$ cat src/rtl/nand_phy_async_seq.sv
`default_nettype none
// +--------------------------------------------------------------------------------+
// | nand_phy_async_seq: async (SDR) NAND bus-cycle sequencer, one beat per command.  |
// | Option NAND_SEQ_RB_WAIT_EN adds an R/B# wait after the beat. Rev 1.0             |
// +--------------------------------------------------------------------------------+
module nand_phy_async_seq #(
  parameter int DQ_WIDTH = 8,
  parameter int NUM_CE   = 8,
  parameter int CNT_W    = 4,
  localparam int CE_W    = (NUM_CE > 1) ? $clog2(NUM_CE) : 1
) (
  input  logic                clk0_i,
  input  logic                rst0_i,
`ifdef NAND_SEQ_RB_WAIT_EN
  input  logic                rbn_i,
  input  logic                cmd_wait_rb_i,
`endif
  input  logic [CNT_W-1:0]    cfg_twp_i,
  input  logic [CNT_W-1:0]    cfg_twh_i,
  input  logic                cmd_valid_i,
  output logic                cmd_ready_o,
  input  logic [1:0]          cmd_type_i,
  input  logic [CE_W-1:0]     cmd_ce_sel_i,
  input  logic [DQ_WIDTH-1:0] cmd_data_i,
  input  logic                cmd_last_i,
  output logic                rsp_valid_o,
  output logic [DQ_WIDTH-1:0] rsp_data_o,
  output logic                busy_o,
  output logic                ctrl_cle_o,
  output logic                ctrl_ale_o,
  output logic                ctrl_wen_o,
  output logic                ctrl_wen_sel_o,
  output logic                ctrl_wrn_o,
  output logic [NUM_CE-1:0]   ctrl_cen_o,
  output logic                dq_oe_n_o,
  output logic [DQ_WIDTH-1:0] wr_data_rise_o,
  output logic [DQ_WIDTH-1:0] wr_data_fall_o,
  input  logic [DQ_WIDTH-1:0] rd_data_rise_i
);

  localparam logic [1:0] c_T_CMD  = 2'b00;
  localparam logic [1:0] c_T_ADDR = 2'b01;
  localparam logic [1:0] c_T_DOUT = 2'b11;

  typedef enum logic [2:0] {
    S_IDLE, S_SETUP, S_PULSE, S_HOLD, S_TWB, S_WAIT_RB
  } state_t;

  state_t              state_q;
  logic [CNT_W-1:0]    cnt_q, twp_q, twh_q;
  logic [1:0]          type_q;
  logic                last_q, ce_ok_q;
  logic                cle_q, ale_q, wen_q, wrn_q, oen_q, rsp_valid_q;
  logic [NUM_CE-1:0]   cen_q;
  logic [DQ_WIDTH-1:0] wr_data_q, rsp_data_q;
  logic [NUM_CE-1:0]   w_cen_d;
  logic                w_ce_ok;

  // Out-of-range selects decode to no active CE at all.
  always_comb begin
    w_cen_d = '1;
    for (int i = 0; i < NUM_CE; i++) begin
      if (cmd_ce_sel_i == CE_W'(i)) w_cen_d[i] = 1'b0;
    end
  end
  assign w_ce_ok = ({1'b0, cmd_ce_sel_i} < (CE_W+1)'(NUM_CE));

`ifdef NAND_SEQ_RB_WAIT_EN
  logic rb_meta_q, rb_sync_q, rb_seen_q, wait_rb_q;
  always_ff @(posedge clk0_i) begin
    if (rst0_i) begin
      rb_meta_q <= 1'b0;
      rb_sync_q <= 1'b0;
    end else begin
      rb_meta_q <= rbn_i;
      rb_sync_q <= rb_meta_q;
    end
  end
`endif

  always_ff @(posedge clk0_i) begin
    if (rst0_i) begin
      state_q     <= S_IDLE;
      cnt_q       <= '0;
      twp_q       <= '0;
      twh_q       <= '0;
      type_q      <= c_T_CMD;
      last_q      <= 1'b0;
      ce_ok_q     <= 1'b0;
      cle_q       <= 1'b0;
      ale_q       <= 1'b0;
      wen_q       <= 1'b1;
      wrn_q       <= 1'b1;
      oen_q       <= 1'b1;
      cen_q       <= '1;
      wr_data_q   <= '0;
      rsp_valid_q <= 1'b0;
      rsp_data_q  <= '0;
`ifdef NAND_SEQ_RB_WAIT_EN
      rb_seen_q   <= 1'b0;
      wait_rb_q   <= 1'b0;
`endif
    end else begin
      rsp_valid_q <= 1'b0;
      case (state_q)
        S_IDLE: begin
          if (cmd_valid_i) begin
            state_q <= S_SETUP;
            type_q  <= cmd_type_i;
            last_q  <= cmd_last_i;
            ce_ok_q <= w_ce_ok;
            twp_q   <= cfg_twp_i;
            twh_q   <= cfg_twh_i;
            cen_q   <= w_cen_d;
            cle_q   <= (cmd_type_i == c_T_CMD);
            ale_q   <= (cmd_type_i == c_T_ADDR);
            oen_q   <= (cmd_type_i == c_T_DOUT);
            if (cmd_type_i != c_T_DOUT) wr_data_q <= cmd_data_i;
`ifdef NAND_SEQ_RB_WAIT_EN
            wait_rb_q <= cmd_wait_rb_i;
`endif
          end
        end
        S_SETUP: begin
          state_q <= S_PULSE;
          cnt_q   <= twp_q;
          if (type_q == c_T_DOUT) wrn_q <= 1'b0;
          else                    wen_q <= 1'b0;
        end
        S_PULSE: begin
          if (cnt_q == '0) begin
            state_q <= S_HOLD;
            cnt_q   <= twh_q;
            wen_q   <= 1'b1;
            wrn_q   <= 1'b1;
            if (type_q == c_T_DOUT) begin
              rsp_valid_q <= 1'b1;
              rsp_data_q  <= ce_ok_q ? rd_data_rise_i : '0;
            end
          end else begin
            cnt_q <= cnt_q - CNT_W'(1);
          end
        end
        S_HOLD: begin
          if (cnt_q == '0) begin
            cle_q <= 1'b0;
            ale_q <= 1'b0;
            oen_q <= 1'b1;
            if (last_q) cen_q <= '1;
`ifdef NAND_SEQ_RB_WAIT_EN
            state_q <= wait_rb_q ? S_TWB : S_IDLE;
`else
            state_q <= S_IDLE;
`endif
          end else begin
            cnt_q <= cnt_q - CNT_W'(1);
          end
        end
`ifdef NAND_SEQ_RB_WAIT_EN
        S_TWB: begin
          state_q   <= S_WAIT_RB;
          rb_seen_q <= 1'b0;
        end
        S_WAIT_RB: begin
          // Ready only after two consecutive synchronised high samples.
          rb_seen_q <= rb_sync_q;
          if (rb_seen_q && rb_sync_q) state_q <= S_IDLE;
        end
`endif
        default: state_q <= S_IDLE;
      endcase
    end
  end

  assign cmd_ready_o    = (state_q == S_IDLE) && !rst0_i;
  assign busy_o         = (state_q != S_IDLE);
  assign rsp_valid_o    = rsp_valid_q;
  assign rsp_data_o     = rsp_data_q;
  assign ctrl_cle_o     = cle_q;
  assign ctrl_ale_o     = ale_q;
  assign ctrl_wen_o     = wen_q;
  assign ctrl_wen_sel_o = 1'b1;
  assign ctrl_wrn_o     = wrn_q;
  assign ctrl_cen_o     = cen_q;
  assign dq_oe_n_o      = oen_q;
  assign wr_data_rise_o = wr_data_q;
  assign wr_data_fall_o = wr_data_q;

endmodule
`default_nettype wire
$ cat config.mk
export PLATFORM = sky130hd
export DESIGN_NAME = nand_phy_async_seq
export DESIGN_NICKNAME = d
export VERILOG_FILES = /design/src/rtl/nand_phy_async_seq.sv
export SDC_FILE = /design/constraint.sdc
export NUM_CORES = 1
export LEC_CHECK = 0
export BUFFER_PORTS_ARGS = -buffer_cell sky130_fd_sc_hd__buf_4
export CORE_MARGIN = 2
export CORE_UTILIZATION = 53
export CTS_CLUSTER_SIZE = 24
export DETAILED_ROUTE_END_ITERATION = 10
export PLACE_DENSITY_LB_ADDON = 0.05
export SYNTH_ARGS = -nofsm -noshare
export SYNTH_HDL_FRONTEND = slang
export SYNTH_SLANG_ARGS = --single-unit
$ cat constraint.sdc
create_clock -name clk0_i -period 3 [get_ports clk0_i]
set_input_delay 0.45 -clock clk0_i [delete_from_list [all_inputs] [get_ports clk0_i]]
set_output_delay 0.45 -clock clk0_i [all_outputs]
set_load 0.03 [all_outputs]
======== Word level (Yosys, flattened, before mapping) ========
Index checks and enable logic that the tools add are counted.
word-level totals
  logic and storage cells ................. 93
  input bits .............................. 33
  register bits ........................... 49
cells by class
  add/sub/neg operators ................... 1
  reductions and logical operators ........ 20
  bitwise operators ....................... 2
  muxes and demuxes ....................... 33
  eq/ne operators ......................... 21
operators by type and width
  kind                 number
  $mux 8               4
  $reduce_and 3->1     6
  $mux 1               16
  $ne 2x2->1 const B   8
  $pmux 8 s2           1
  $eq 3x2->1 const B   4
  $eq 3x3->1 const B   4
  $pmux 3 s4           1
  $pmux 4 s3           1
  $pmux 1 s2           5
  $mux 3               3
  $mux 4               2
  $eq 3x1->1 const B   2
  $logic_not 3->1      2
  $reduce_bool 3->1    2
  $eq 2x2->1 const B   2
  $logic_not 4->1      1
  $reduce_and 2->1     2
  $reduce_and 4->1     1
  $reduce_bool 2->1    2
  $sub 4x1->4 const B  1
  $reduce_or 3->1      1
  $eq 2x1->1 const B   1
  $logic_not 2->1      1
  3 further kinds      4

======== Depth between registers and ports, before layout ========
Gate-level depths: netlist of run 1.
  depth after elaboration ................. 4
  mapped depth ............................ 8
  depth with buffers taken out ............ 6

======== Least setup slack after synthesis of run 1 ========
Ideal clock, no wire load.
  path kind ............................... flip-flop to output port
  start ................................... reg state_q[0]
  end ..................................... out cmd_ready_o
  data arrival time ....................... 1.510 ns
  cell stages (with the launch flop) ...... 6
  buffers on the path ..................... 1
  path slack .............................. 1.040 ns
  path through ............................ dfxtp_1 -> inv_1 -> ha_1 -> clkbuf_1 -> inv_1 -> nor2_1
on the way
  cells in the longest elaborated chain, start to end .. 2
RTL lines
  element                 line  source
  start, declared         49    state_t state_q;
  start signal, assigned  83    state_q <= S_IDLE;
  start signal, assigned  108   state_q <= S_SETUP;
  start signal, assigned  125   state_q <= S_PULSE;
  $logic_not 3->1         175   assign cmd_ready_o = (state_q == S_IDLE) && !rst0_i;
  $logic_and 1x1->1       175
  end, declared           21    output logic cmd_ready_o,
No other way between the ends.

======== Worst setup path after layout of run 1 ========
  start ................................... reg state_q[1]
  end ..................................... reg cen_q[5], in the netlist ctrl_cen_o[5]
on the way
  cells in the longest elaborated chain, start to end .. 3
  elaborated cells on any way between the ends .. 8
RTL lines
  element                                                           line  source
  $eq 3x2->1 / $logic_not 3->1 (equally long branches)              105   case (state_q)
  $ne 2x2->1 (no line) / $reduce_bool 2->1 (equally long branches)  --
  $reduce_and 4->1 (no line)                                        --
  end signal, assigned                                              114   cen_q <= w_cen_d;
  end, declared                                                     54    logic [NUM_CE-1:0] cen_q;
Several ways; a longest one is shown, not always the timed one.
A chain may end at the register's enable or synchronous reset.

==> impl.org, run 1 <==
** Run status
- The run finished with clean final reports.

** Timing
- Clock skew on the completed layout was measured at between 0.006 and 0.007 ns.
- Summed over all failing endpoints, the final setup total negative slack is 0 ns.
- For the pin with the worst max-slew slack, the measured transition is approximately 0.63 ns.
- Setup repair after global routing left no endpoint under its margin.
- Dividing the final minimum period by the clock period gives between 60% and 70%.
- Subtracting the final worst setup slack from the clock period gives between 2 and 2.5 ns.
- Based on the critical path, the design can be clocked at up to between 0.4 and 0.5 GHz.
- Setup violations remaining at the end of the flow were counted as 0.
- Headroom to the max-slew limit came out at between 50% and 60%.
- Final hold vios :: 0
- Hold Worst Slack :: around 0.39 ns
- Count of pins over their slew limit :: 0

** Synth
- Warning count from the yosys run :: 0
- Proportion of synthesized chip area in sequential cells :: 44.4%
- Counting flops with a built-in enable in the synthesized netlist gives 0.
- The number of nets in the synthesized netlist is approximately 300.
- Predominant post-synthesis flop cell :: sky130_fd_sc_hd__dfxtp_1
- Fraction of registers with async set or reset after synthesis :: 0%
- FF+latch count, synth :: 48
- In this run the cell area of the synthesized design comes to 2160 µm².
- Synthesis instantiated 42 different standard cells from the library.
- Avg Inst Size Synth :: between 8 and 9 µm²
- Cell count after synthesis :: approximately 260

** Clock tree
- Hold buffer count at CTS :: 0
- Number of gates resized after cts :: 0
- Number of buffers created by CTS :: 5
- In this run the post-CTS setup repair buffer count came out at 0.
- Clock Latency Late Sink :: approximately 0.3 ns
- The H-tree was split into 2 levels.
- The tree built by TritonCTS fans out to 48 sinks.
- Max Root-Sink Buffers :: 2
- The root buffer cell chosen for the clock tree is sky130_fd_sc_hd__clkbuf_8.
- Clock transition at the registers of the reported paths :: ~0.090 ns
- Clock tree from TritonCTS :: built

** Global routing
- Number of antenna violations at the first check in global routing :: 0
- After global routing the overflow that remains totals 0.
- The first global-routing pass estimated ~7300 µm of wire.
- Number of global-route vias before repair :: around 1700
- Entering global routing, the biggest net connects 56 pins.
- Global Route Usage Sum :: a little over a fifth

** Setup path
- In this design, the stage delay of the slowest critical-path cell is 0.61 ns.
- For the worst setup path, the data required time is between 3 and 4 ns.
- Stages on the worst setup path :: 5
- The most critical setup path has its endpoint at ctrl_cen_o[5].
- Crit. Startpoint :: state_q[1]
- Along the worst path, the maximum fanout reaches 16.
- STA classifies the critical path endpoint as a register.
- For this design, the slowest cell found on the critical path is sky130_fd_sc_hd__a211oi_4.
- In this design, the largest share of critical-path delay is due to compound AO/OA/AOI/OAI gates.
- Cell Chain, Critical Path :: ha_1 -> mux2i_1 -> a211oi_4 -> nor3_1 -> a21oi_2
- Arrival time at the worst endpoint :: between 2 and 2.5 ns
- The setup path with the least slack is of type reg -> reg.
- The startpoint identified for the worst register-to-register timing path is state_q[1].
- Counting both buffers and inverters, the worst setup path holds a total of 0.
- Worst setup SP type :: register
- Flop2flop setup slack :: a little over 0.9 ns
- R2r worst-path depth :: 5
- Critical register-to-register path endpoint :: ctrl_cen_o[5]

** Drt
- In the final routed layout, each cell accounts on average for about 13 µm.
- Wires add up to 4670 µm.
- Post-detailed-route count of antenna-violating nets :: 0
- After detailed routing, the number of vias per cell comes to ~5.2.
- DR DRC count :: 0
- Starting DRC count in detailed routing :: between 70 and 80
- The first detailed-routing pass ran for 4 iterations.
- For this block, the via count after detailed routing is ~1900.

** Worst hold path
- The worst hold path belongs to the class in -> reg.
- The worst hold path passes through 3 cells.

** Final layout
- The final layout contains roughly 360 nets.
- P&R area growth vs syn :: 26.5%
- The repair_antennas step left the layout with diodes totalling 0.
- Fraction of layout cells with a size suffix above 1 :: roughly 27%
- The layout has 366 filler cells.
- Layout Utilization :: 68.9%

** Job
- The tool flagged a number of max-cap violations equal to 0.

** Floorplan
- Area inside the core boundary :: 3970 µm²
- During I/O placement, the number of pins put on the boundary was 74.
- Horizontal extent of the die :: roughly 68 µm
- The die is about 68 µm tall.
- Die Area :: about 4600 µm²
- Initial core utilization :: 54.5%
- After floorplanning, the core was divided into 23 placement rows.

** Place
- Final weighted congestion of routability-driven global placement :: between 0.8 and 0.9
- Total of buffers placed on input and output ports :: roughly 70
- DP Wirelength :: 3280 µm

** Power and ir drop
- Total leakage power :: about 0.0012 µW
- Across the VDD grid, the largest voltage drop is roughly 0.36 mV.
- For this design the ratio of total power to cell area is about 800 nW/µm².
==> layout by cell type, fill, tap and decap left out, drive strengths merged, types with 7 or more instances in the layout <==
cell type / Yosys / final
nand3: 12 / 12
nor3: 10 / 10
nor2: 13 / 13
dfxtp: 48 / 48
buf: 14 / 72
inv: 8 / 8
nand2: 55 / 55
ha: 7 / 7
a21oi: 45 / 45
==> kinds of logic after synthesis <==
logic type	synth area share [%]
buffers and inverters	7.23
multiplexers	1.85
flip-flops	44.4
AND/OR/NAND/NOR	24.2
XOR/XNOR	0.405
other	0.173
AO/OA/AOI/OAI	17.7
adder cells (fa/ha/maj)	4.05
==> cells in the mapped netlist (all sizes together) (2+ instances only) <==
cell type,number,area [µm²]
clkbuf,8,30.0
dfxtp,48,961
o21bai,2,15.0
nor2b,2,12.5
or3,2,12.5
nor4b,2,17.5
nand3,12,60.1
buf,14,96.3
o21ai,6,30.0
inv,8,30.0
nor3,10,50.1
a21oi,45,233
nor4bb,4,40.0
nand2,55,206
nor2,13,48.8
ha,7,87.6
mux2i,4,40.0
a211oi,3,35.0
nor3b,2,20.0
==> report_power, final <==
group          switching (µW)  total (µW)  internal, µW
clock                     219         406           187
combinational             572         935           362
sequential               90.8         827           737
==> per-stage QoR <==
stage	std cells	power, µW	area (µm²)	worst slack [ns]
floorplan	264	1540	2160	1.04
global placement	364	1750	2640	0.998
detailed placement	364	1770	2640	0.931
CTS	372	2190	2740	0.896
global route	372	2320	2740	0.703
finish	372	2170	2740	0.905
==> cell type report <==
cell class                 count  area [µm²]  share of cell area (%)
clock inverter                 2        15.0                   0.548
multi-input combinational    186        1050                    38.2
timing repair buffer          72         541                    19.7
tap                           50        62.6                    2.29
sequential                    48         961                    35.1
clock buffer                   6        82.6                    3.02
inverter                       8        30.0                    1.10
==> sequential cells by signal, indices dropped and copies added, names as in the netlist <==
| signal | count |
|---|---|
| ctrl_wen_o | 1 |
| state_q | 2 |
| wr_data_fall_o | 8 |
| ctrl_wrn_o | 1 |
| ctrl_cle_o | 1 |
| twp_q | 4 |
| ctrl_cen_o | 8 |
| rsp_data_o | 8 |
| dq_oe_n_o | 1 |
| rsp_valid_o | 1 |
| last_q | 1 |
| ctrl_ale_o | 1 |
| twh_q | 4 |
| cnt_q | 4 |
| type_q | 2 |
| ce_ok_q | 1 |
==> worst min-delay path by stage <==
stage,from,slack (ns),endpoint
detailed placement,twp_q[2],0.45,twp_q[2]
global placement,rsp_data_o[2],0.44,rsp_data_o[2]
finish,cmd_data_i[6],0.39,wr_data_fall_o[6]
CTS,cfg_twp_i[1],0.38,twp_q[1]
floorplan,twp_q[1],0.43,twp_q[1]
global route,cfg_twh_i[1],0.38,twh_q[1]
==> worst register-to-register path, delay by kind of cell, from the launching register on <==
family	cells	cell delay, ns
muxes	1	0.24
DFF	1	0.41
AOI/OAI and AO/OA	2	0.73
and+or+nand+nor	1	0.12
adders and majority gates	1	0.53
==> layer usage <==
layer / vias to the layer above / share of wire, % / global-route usage (%)
met3: 7 / 4.8 / 6.09
li1: 1007 / - / -
met1: 866 / 45 / 25.5
met4: 0 / 1.4 / 7.50
met5: - / 0 / 0
met2: 44 / 49 / 35.8
(Power assumes the default switching activity.)
==> run 2: changes to the inputs <==
--- a/config.mk
+++ b/config.mk
@@ -7,7 +7,7 @@
 export LEC_CHECK = 0
 export BUFFER_PORTS_ARGS = -buffer_cell sky130_fd_sc_hd__buf_4
 export CORE_MARGIN = 2
-export CORE_UTILIZATION = 53
+export CORE_UTILIZATION = 49
 export CTS_CLUSTER_SIZE = 24
 export DETAILED_ROUTE_END_ITERATION = 10
 export PLACE_DENSITY_LB_ADDON = 0.05
==> constraint.sdc (replaced) <==
create_clock -name clk0_i -period 2.2 [get_ports clk0_i]
set_input_delay 0.33 -clock clk0_i [delete_from_list [all_inputs] [get_ports clk0_i]]
set_output_delay 0.33 -clock clk0_i [all_outputs]
set_load 0.03 [all_outputs]
==> run 2 against run 1 <==
Die area up 7.7%. Design area up 3.7%. Combinational power up 43%. Setup slack worse by 0.69 ns. Utilization down 2.8 points. Register-to-register slack worse by 0.62 ns. Critical endpoint is now cmd_ready_o.
==> impl.org, run 2 (synthesis gave the netlist of run 1 again) <==
** Job
- Max-cap viol count :: 0 (unchanged)

** Power and ir drop
- Clk network pwr share :: 26.1% (was 18.7%)
- The combinational cell fraction of total power is 40.2% (was 43.1%).
- The sequential cell fraction of total power is 33.8% (was 38.2%).
- Proportion of total power due to net switching :: 36.8% (was 40.7%)
- The internal power summed over all cells is 2110 µW (was 1290 µW).
- The total power divided by cell area is 1170 nW/µm² (was 792 nW/µm²).
- Net switching power figure :: 1220 µW (was 882 µW)
- Peak supply drop :: 0.622 mV (was 0.359 mV)
- Total leakage power :: 0.00122 µW (was 0.00116 µW)

** Global routing
- Number of global-route vias before repair :: 1773 (was 1650)
- The initial antenna violation count came to 0 (unchanged).
- Total grt overflow :: 0 (unchanged)
- The maximum number of pins on one net before global-route repair is 56 (unchanged).
- The aggregate global-route resource usage is 19.8% (was 21.1%).
- The wire length of the first global-routing pass came to 7910 µm (was 7290 µm).

** Clock tree
- Clock transition at the registers of the reported paths :: 0.09 ns (about the same)
- The TritonCTS buffer count came to 5 (unchanged).
- The TritonCTS clock tree is built (unchanged).
- Clock Latency Late Sink :: 0.30 ns (about the same)
- Hold buffer count at CTS :: 0 (unchanged)
- The maximum count of clock buffers along a single path is 2 (unchanged).
- The setup fix buffers added after clock tree synthesis is 0 (unchanged).
- The H-tree level count is 2 (unchanged).
- The number of gates given a new drive strength after cts is 0 (unchanged).
- Root buffer cell :: sky130_fd_sc_hd__clkbuf_8 (unchanged)
- CTS sink cnt :: 48 (unchanged)

** Floorplan
- The number of top-level pins is 74 (unchanged).
- Number of standard-cell rows in the floorplan :: 24 (was 23)
- The x dimension of the die came to 70.4 µm (was 67.9 µm).
- The area of the die was 4960 µm² (was 4610 µm²).
- The starting density of the core came to 50.4% (was 54.5%).
- Area inside the core boundary :: 4290 µm² (was 3970 µm²)
- The vertical extent of the die came to 70.4 µm (was 67.9 µm).

** Setup path
- The type of destination of the critical path is an output port (was register).
- Arrival time at the worst endpoint :: 1.65 ns (was 2.34 ns)
- The nature of the critical path startpoint was a register (unchanged).
- Cell Chain, Critical Path: inv_1 -> ha_1 -> inv_1 -> nor2_1 -> buf_4 (was ha_1 -> mux2i_1 -> a211oi_4 -> nor3_1 -> a21oi_2).
- Critical Path Fanout Max :: 8 (was 16)
- Cell repeated most along the worst path :: sky130_fd_sc_hd__inv_1
- The delay of the slowest cell on the worst path was 0.36 ns (was 0.61 ns).
- The path type of the worst setup path is reg -> out (was reg -> reg).
- The data required time of the worst path is 1.87 ns (was 3.24 ns).
- The slowest cell on the critical path is sky130_fd_sc_hd__dfxtp_1 (was sky130_fd_sc_hd__a211oi_4).

** Drt
- The total detailed-routing wirelength is 4830 µm (was 4670 µm).
- The average via count per standard cell is 5.17 (about the same).
- DR DRC count :: 0 (unchanged)
- Avg WL per Cell :: 12.7 µm (was 12.6 µm)
- The overall via count from detail_route is 1959 (was 1924).
- Starting DRC count in detailed routing :: 123 (was 74)
- The length of the first detailed-routing pass in iterations is 4 (unchanged).
- The antenna violation net count after detailed routing is 0 (unchanged).

** Timing
- Final period utilization :: between 90% and 100%
- Post-route setup TNS :: 0 ns (unchanged)
- The slew at the pin closest to its max-slew limit was 0.547 ns (was 0.634 ns).
- Endpoints failing setup :: 0 (unchanged)
- Setup Skew :: 0.00501 ns (was 0.00659 ns)
- Post-route setup slack :: 0.216 ns (was 0.905 ns)
- Slew HR :: 63.5% (was 57.6%)
- The number of endpoints with negative hold slack in the final report came to 0 (unchanged).
- Max Fclk :: roughly 0.50 GHz
- Count of pins over their slew limit :: 0 (unchanged)
- Clock period minus final worst setup slack :: 1.98 ns
- Setup repair after global routing missed its margin :: no (unchanged)

** Final layout
- The net count of the finished layout was 366 (was 361).
- Fillers :: 402 (was 366)
- The leading cell type in the layout, fill and taps excluded is sky130_fd_sc_hd__buf_4 (unchanged).
- The storage element area came to 961 µm² (unchanged).
- Fraction of layout cells with a size suffix above 1 :: 28.1% (was 27.0%)
- The layout overhead on the synthesized area is 31.2% (was 26.5%).
- The area taken by multi-input logic gates came to 1050 µm² (unchanged).
- The non-filler instance count after layout was 379 (was 372).
- Commonest cells after routing, fill and taps aside: 77 x sky130_fd_sc_hd__buf_4, 55 x sky130_fd_sc_hd__nand2_1, 48 x sky130_fd_sc_hd__dfxtp_1, 43 x sky130_fd_sc_hd__a21oi_1, 13 x sky130_fd_sc_hd__nor2_1 (was 72 x sky130_fd_sc_hd__buf_4, 55 x sky130_fd_sc_hd__nand2_1, 48 x sky130_fd_sc_hd__dfxtp_1, 43 x sky130_fd_sc_hd__a21oi_1, 13 x sky130_fd_sc_hd__nor2_1).
- Diodes inserted :: 0 (unchanged)

** Run status
- Status :: finished, final reports clean (unchanged)

** Place
- The count of port buffers added during placement was 72 (unchanged).
- Dpl cells :: 371 (was 364)
- The weighted congestion at the end of routability-driven global placement came to 0.807 (was 0.839).
- Setup slack after placement :: 0.336 ns (was 0.931 ns)
- DP Wirelength :: 3410 µm (was 3280 µm)

** Worst hold path
- Hold/Removal Path Class :: in -> reg (unchanged)
[run 2: cell count changes in the layout (fill, tap and decap cells not counted)]
cell and delta:
sky130_fd_sc_hd__clkbuf_8 -1, sky130_fd_sc_hd__buf_4 +5, sky130_fd_sc_hd__bufinv_16 +3, sky130_fd_sc_hd__clkinvlp_4 -2
[run 2: power groups by stage]
| stage | Sequential, µW | Combinational (µW) | Clock [µW] |
|---|---|---|---|
| after floorplan | 1210 | 886 | 0 |
| after detailed placement | 1150 | 1330 | 0 |
| final | 1120 | 1340 | 870 |
| after global placement | 1140 | 1310 | 0 |
| after global routing | 1150 | 1450 | 915 |
| after CTS | 1130 | 1340 | 884 |
[run 2: cell type report]
cell class                 instances  area share [%]
clock buffer                       5            2.42
tap                               52            2.29
timing repair buffer              77            20.4
multi-input combinational        186            36.8
sequential                        48            33.8
clock inverter                     3            3.17
inverter                           8            1.06
[run 2: critical path: cells and delay by family, from the launching register on]
family                   cells  cell delay [ns]
adder cells (fa/ha/maj)      1             0.33
buffers and inverters        3             0.43
flip-flops                   1             0.36
AND/OR/NAND/NOR              1             0.22
[run 2: layer usage]
layer  up-vias  part of all wire (%)  global-route usage [%]
met1       878                    46                    25.3
met2        54                    47                    31.0
li1       1016                     -                       -
met4         0                   2.4                    8.33
met3        11                   5.2                    5.77
met5         -                     0                       0
[run 2: metrics by stage]
stage	cell area [µm²]	power (µW)	util, %	hold WS, ns
final	2840	3330	66.1	0.263
after CTS	2840	3350	66.1	0.256
after global placement	2680	2450	62.4	0.438
after global routing	2840	3520	66.1	0.261
after detailed placement	2680	2470	62.4	0.450
after floorplan	2160	2100	-	0.432
[run 2: worst paths after layout]
check	start	to	slack, ns	depth (start not counted)
hold / removal	cfg_twh_i[2]	twh_q[2]	0.26	3
setup / recovery	state_q[0]	cmd_ready_o	0.22	5
setup reg to reg	cnt_q[0]	state_q[0]	0.29	6
hold reg to reg	twp_q[0]	twp_q[0]	0.46	2
==> run 3: changes to the inputs <==
--- a/config.mk
+++ b/config.mk
@@ -6,11 +6,10 @@
 export NUM_CORES = 1
 export LEC_CHECK = 0
 export BUFFER_PORTS_ARGS = -buffer_cell sky130_fd_sc_hd__buf_4
-export CORE_MARGIN = 2
 export CORE_UTILIZATION = 49
 export CTS_CLUSTER_SIZE = 24
 export DETAILED_ROUTE_END_ITERATION = 10
-export PLACE_DENSITY_LB_ADDON = 0.05
+export PLACE_DENSITY_LB_ADDON = 0.3
 export SYNTH_ARGS = -nofsm -noshare
 export SYNTH_HDL_FRONTEND = slang
 export SYNTH_SLANG_ARGS = --single-unit
==> run 3 against run 2 <==
Sequential share of layout area grew 0.73 points. Die area shrank 5.6%. Sequential power is essentially flat. Final cell count shrank 0.26%. Total power shrank 9.6%. Critical endpoint unchanged. Largest cell class unchanged.
==> impl.org, run 3 (synthesis gave the netlist of run 1 again) <==
** Setup path
- Crit path largest cell delay :: 0.37 ns (was 0.36 ns)
- The nature of the critical path startpoint is a register (unchanged).
- Endpoint kind of the worst setup timing path :: output port (unchanged)
- The path type of the worst setup path was reg -> out (unchanged).
- The worst setup slack for register-to-register paths came to 0.36 ns (was 0.29 ns).
- Cell Chain, Critical Path: inv_1 -> ha_1 -> inv_1 -> nor2_1 -> buf_4 (unchanged).
- The critical path data arrival time was 1.68 ns (was 1.65 ns).
- The slowest cell on the critical path is sky130_fd_sc_hd__dfxtp_1 (unchanged).
- The most frequent cell on the critical path is sky130_fd_sc_hd__inv_1 (unchanged).
- The maximum fanout encountered on the critical timing path was 8 (unchanged).
- Req. time, crit path :: 1.87 ns (about the same)

** Clock tree
- Number of levels in the clock H-tree :: 2 (unchanged)
- The maximum count of clock buffers along a single path was 2 (unchanged).
- Hold buffer count at CTS :: 0 (unchanged)
- The TritonCTS buffer count was 5 (unchanged).
- Clock tree from TritonCTS :: built (unchanged)
- The setup fix buffers added after clock tree synthesis was 0 (unchanged).
- The number of gates given a new drive strength after cts came to 0 (unchanged).
- Clock Latency Late Sink :: 0.30 ns (about the same)
- The clock root buffer is sky130_fd_sc_hd__clkbuf_8 (unchanged).
- Clock transition at the registers of the reported paths :: 0.09 ns (about the same)
- CTS sink cnt :: 48 (unchanged)

** Drt
- The detail-routed net length per standard cell was 12.9 µm (was 12.7 µm).
- The antenna violation net count after detailed routing came to 0 (unchanged).
- The average via count per standard cell came to 5.24 (was 5.17).
- Routed Wire Length :: 4860 µm (was 4830 µm)
- Initial DRT Pass Iterations :: 4 (unchanged)
- Total number of vias :: 1981 (was 1959)
- The number of design rule violations left after detail routing is 0 (unchanged).
- Starting DRC count in detailed routing :: 96 (was 123)

** Floorplan
- Area inside the core boundary :: 4120 µm² (was 4290 µm²)
- The x dimension of the die is 68.4 µm (was 70.4 µm).
- Count of pins on the block boundary :: 74 (unchanged)
- The vertical extent of the die was 68.4 µm (was 70.4 µm).
- Number of standard-cell rows in the floorplan :: 23 (was 24)
- The starting density of the core was 52.6% (was 50.4%).
- The area of the die is 4680 µm² (was 4960 µm²).

** Timing
- The final clock period utilization by the worst path is 91.2% (was 90.2%).
- Post-route setup TNS :: 0 ns (unchanged)
- Count of pins over their slew limit :: 0 (unchanged)
- Clock period minus final worst setup slack :: 2.01 ns (was 1.98 ns)
- The largest clock skew in the final design was 0.00683 ns (was 0.00501 ns).
- Post-route setup slack :: 0.193 ns (was 0.216 ns)
- Setup repair after global routing missed its margin: no (unchanged).
- The number of endpoints with negative hold slack in the final report is 0 (unchanged).
- The highest clock rate came to 0.498 GHz (was 0.504 GHz).
- Worst Max-Slew Pin Slew :: 0.507 ns (was 0.547 ns)
- The worst slew margin relative to its limit was 66.0% (was 63.5%).
- Endpoints failing setup :: 0 (unchanged)

** Global routing
- The met1 track demand over resource was 27.5% (was 25.3%).
- Total grt overflow :: 0 (unchanged)
- Global Route Usage Sum :: 21.6% (was 19.8%)
- The maximum number of pins on one net before global-route repair was 44 (was 56).
- Wire length of the first global-routing pass :: 7450 µm (was 7910 µm)
- The met3 global-route usage was 4.33% (was 5.77%).
- Met2 Resource Use GR :: 35.5% (was 31.0%)
- The routing layer with the top usage in global route is met2 (unchanged).
- The initial antenna violation count came to 0 (unchanged).
- Number of global-route vias before repair :: 1630 (was 1773)

** Power and ir drop
- The worst vdd rail ir drop was 0.551 mV (was 0.622 mV).
- The total power divided by cell area was 1080 nW/µm² (was 1170 nW/µm²).
- Total leakage power :: 0.00119 µW (was 0.00122 µW)

** Final layout
- Commonest cells after routing, fill and taps aside :: 78 x sky130_fd_sc_hd__buf_4, 55 x sky130_fd_sc_hd__nand2_1, 48 x sky130_fd_sc_hd__dfxtp_1, 43 x sky130_fd_sc_hd__a21oi_1, 13 x sky130_fd_sc_hd__nor2_1 (was 77 x sky130_fd_sc_hd__buf_4, 55 x sky130_fd_sc_hd__nand2_1, 48 x sky130_fd_sc_hd__dfxtp_1, 43 x sky130_fd_sc_hd__a21oi_1, 13 x sky130_fd_sc_hd__nor2_1)
- The core utilization of the finished layout is 67.5% (was 66.1%).
- Most frequent standard cell in the layout excluding fill and tap cells :: sky130_fd_sc_hd__buf_4 (unchanged)
- The layout overhead on the synthesized area was 28.5% (was 31.2%).
- Diodes inserted :: 0 (unchanged)
- The fraction of layout instances using a drive strength above 1 is 28.0% (was 28.1%).
- The net count of the finished layout came to 367 (was 366).
- The storage element area is 961 µm² (unchanged).
- The area taken by multi-input logic gates came to 1050 µm² (unchanged).
- Fillers :: 362 (was 402)

** Place
- Total of buffers placed on input and output ports :: 72 (unchanged)
- The detailed placer's ending HPWL came to 3470 µm (was 3410 µm).
- The post-place setup slack came to 0.400 ns (was 0.336 ns).
- The weighted congestion at the end of routability-driven global placement is 0.828 (was 0.807).

** Run status
- Status :: finished, final reports clean (unchanged)

** Job
- Max-cap viol count :: 0 (unchanged)

** Worst hold path
- Hold/Removal Path Class :: in -> reg (unchanged)
[run 3: changes by cell type in the layout (fill, tap and decap cells not counted)]
cell,delta
sky130_fd_sc_hd__buf_4,+1
sky130_fd_sc_hd__bufinv_16,-3
sky130_fd_sc_hd__clkinvlp_4,+1
sky130_fd_sc_hd__clkbuf_8,+1
sky130_fd_sc_hd__clkbuf_1,+1
[run 3: metal layers]
layer | up-vias | routed length, µm | share of wire, %
li1 | 1020 | - | -
met1 | 893 | 2150 | 44
met2 | 63 | 2350 | 48
met3 | 5 | 315 | 6.5
met4 | 0 | 46 | 0.95
met5 | - | 0 | 0
[run 3: where the power goes]
group	leakage, µW	total, µW	internal (µW)	switching, µW
Sequential	0.000391	1130	1000	125
Combinational	0.000755	1330	536	799
Clock	0.0000445	548	256	292
[run 3: worst paths after layout]
kind,startpoint,end,cells past startpoint
worst min-delay path,cfg_twh_i[0],twh_q[0],3
worst max register to register,state_q[0],state_q[0],6
worst min register to register,rsp_data_o[3],rsp_data_o[3],2
worst max-delay path,state_q[1],cmd_ready_o,5
[run 3: cell type report]
class                      instances  share of cell area, %
tap                               50                   2.25
clock buffer                       7                   3.11
clock inverter                     1                  0.270
timing repair buffer              78                   21.1
multi-input combinational        186                   37.6
inverter                           8                   1.08
sequential                        48                   34.6
[run 3: through the flow]
step           hold WS (ns)  instances  area [µm²]  power (µW)
3_5_place_dp          0.444        370        2690        2480
6_report              0.270        378        2780        3010
3_3_place_gp          0.441        370        2690        2450
4_1_cts               0.263        378        2780        3030
2_1_floorplan         0.432        264        2160        2100
5_1_grt               0.266        378        2780        3230
[run 3: critical path, delay by kind of cell (launching register included)]
family / cells / cell delay [ns]
fa+ha+maj: 1 / 0.33
simple gates: 1 / 0.23
buf+inv: 3 / 0.45
flops: 1 / 0.37
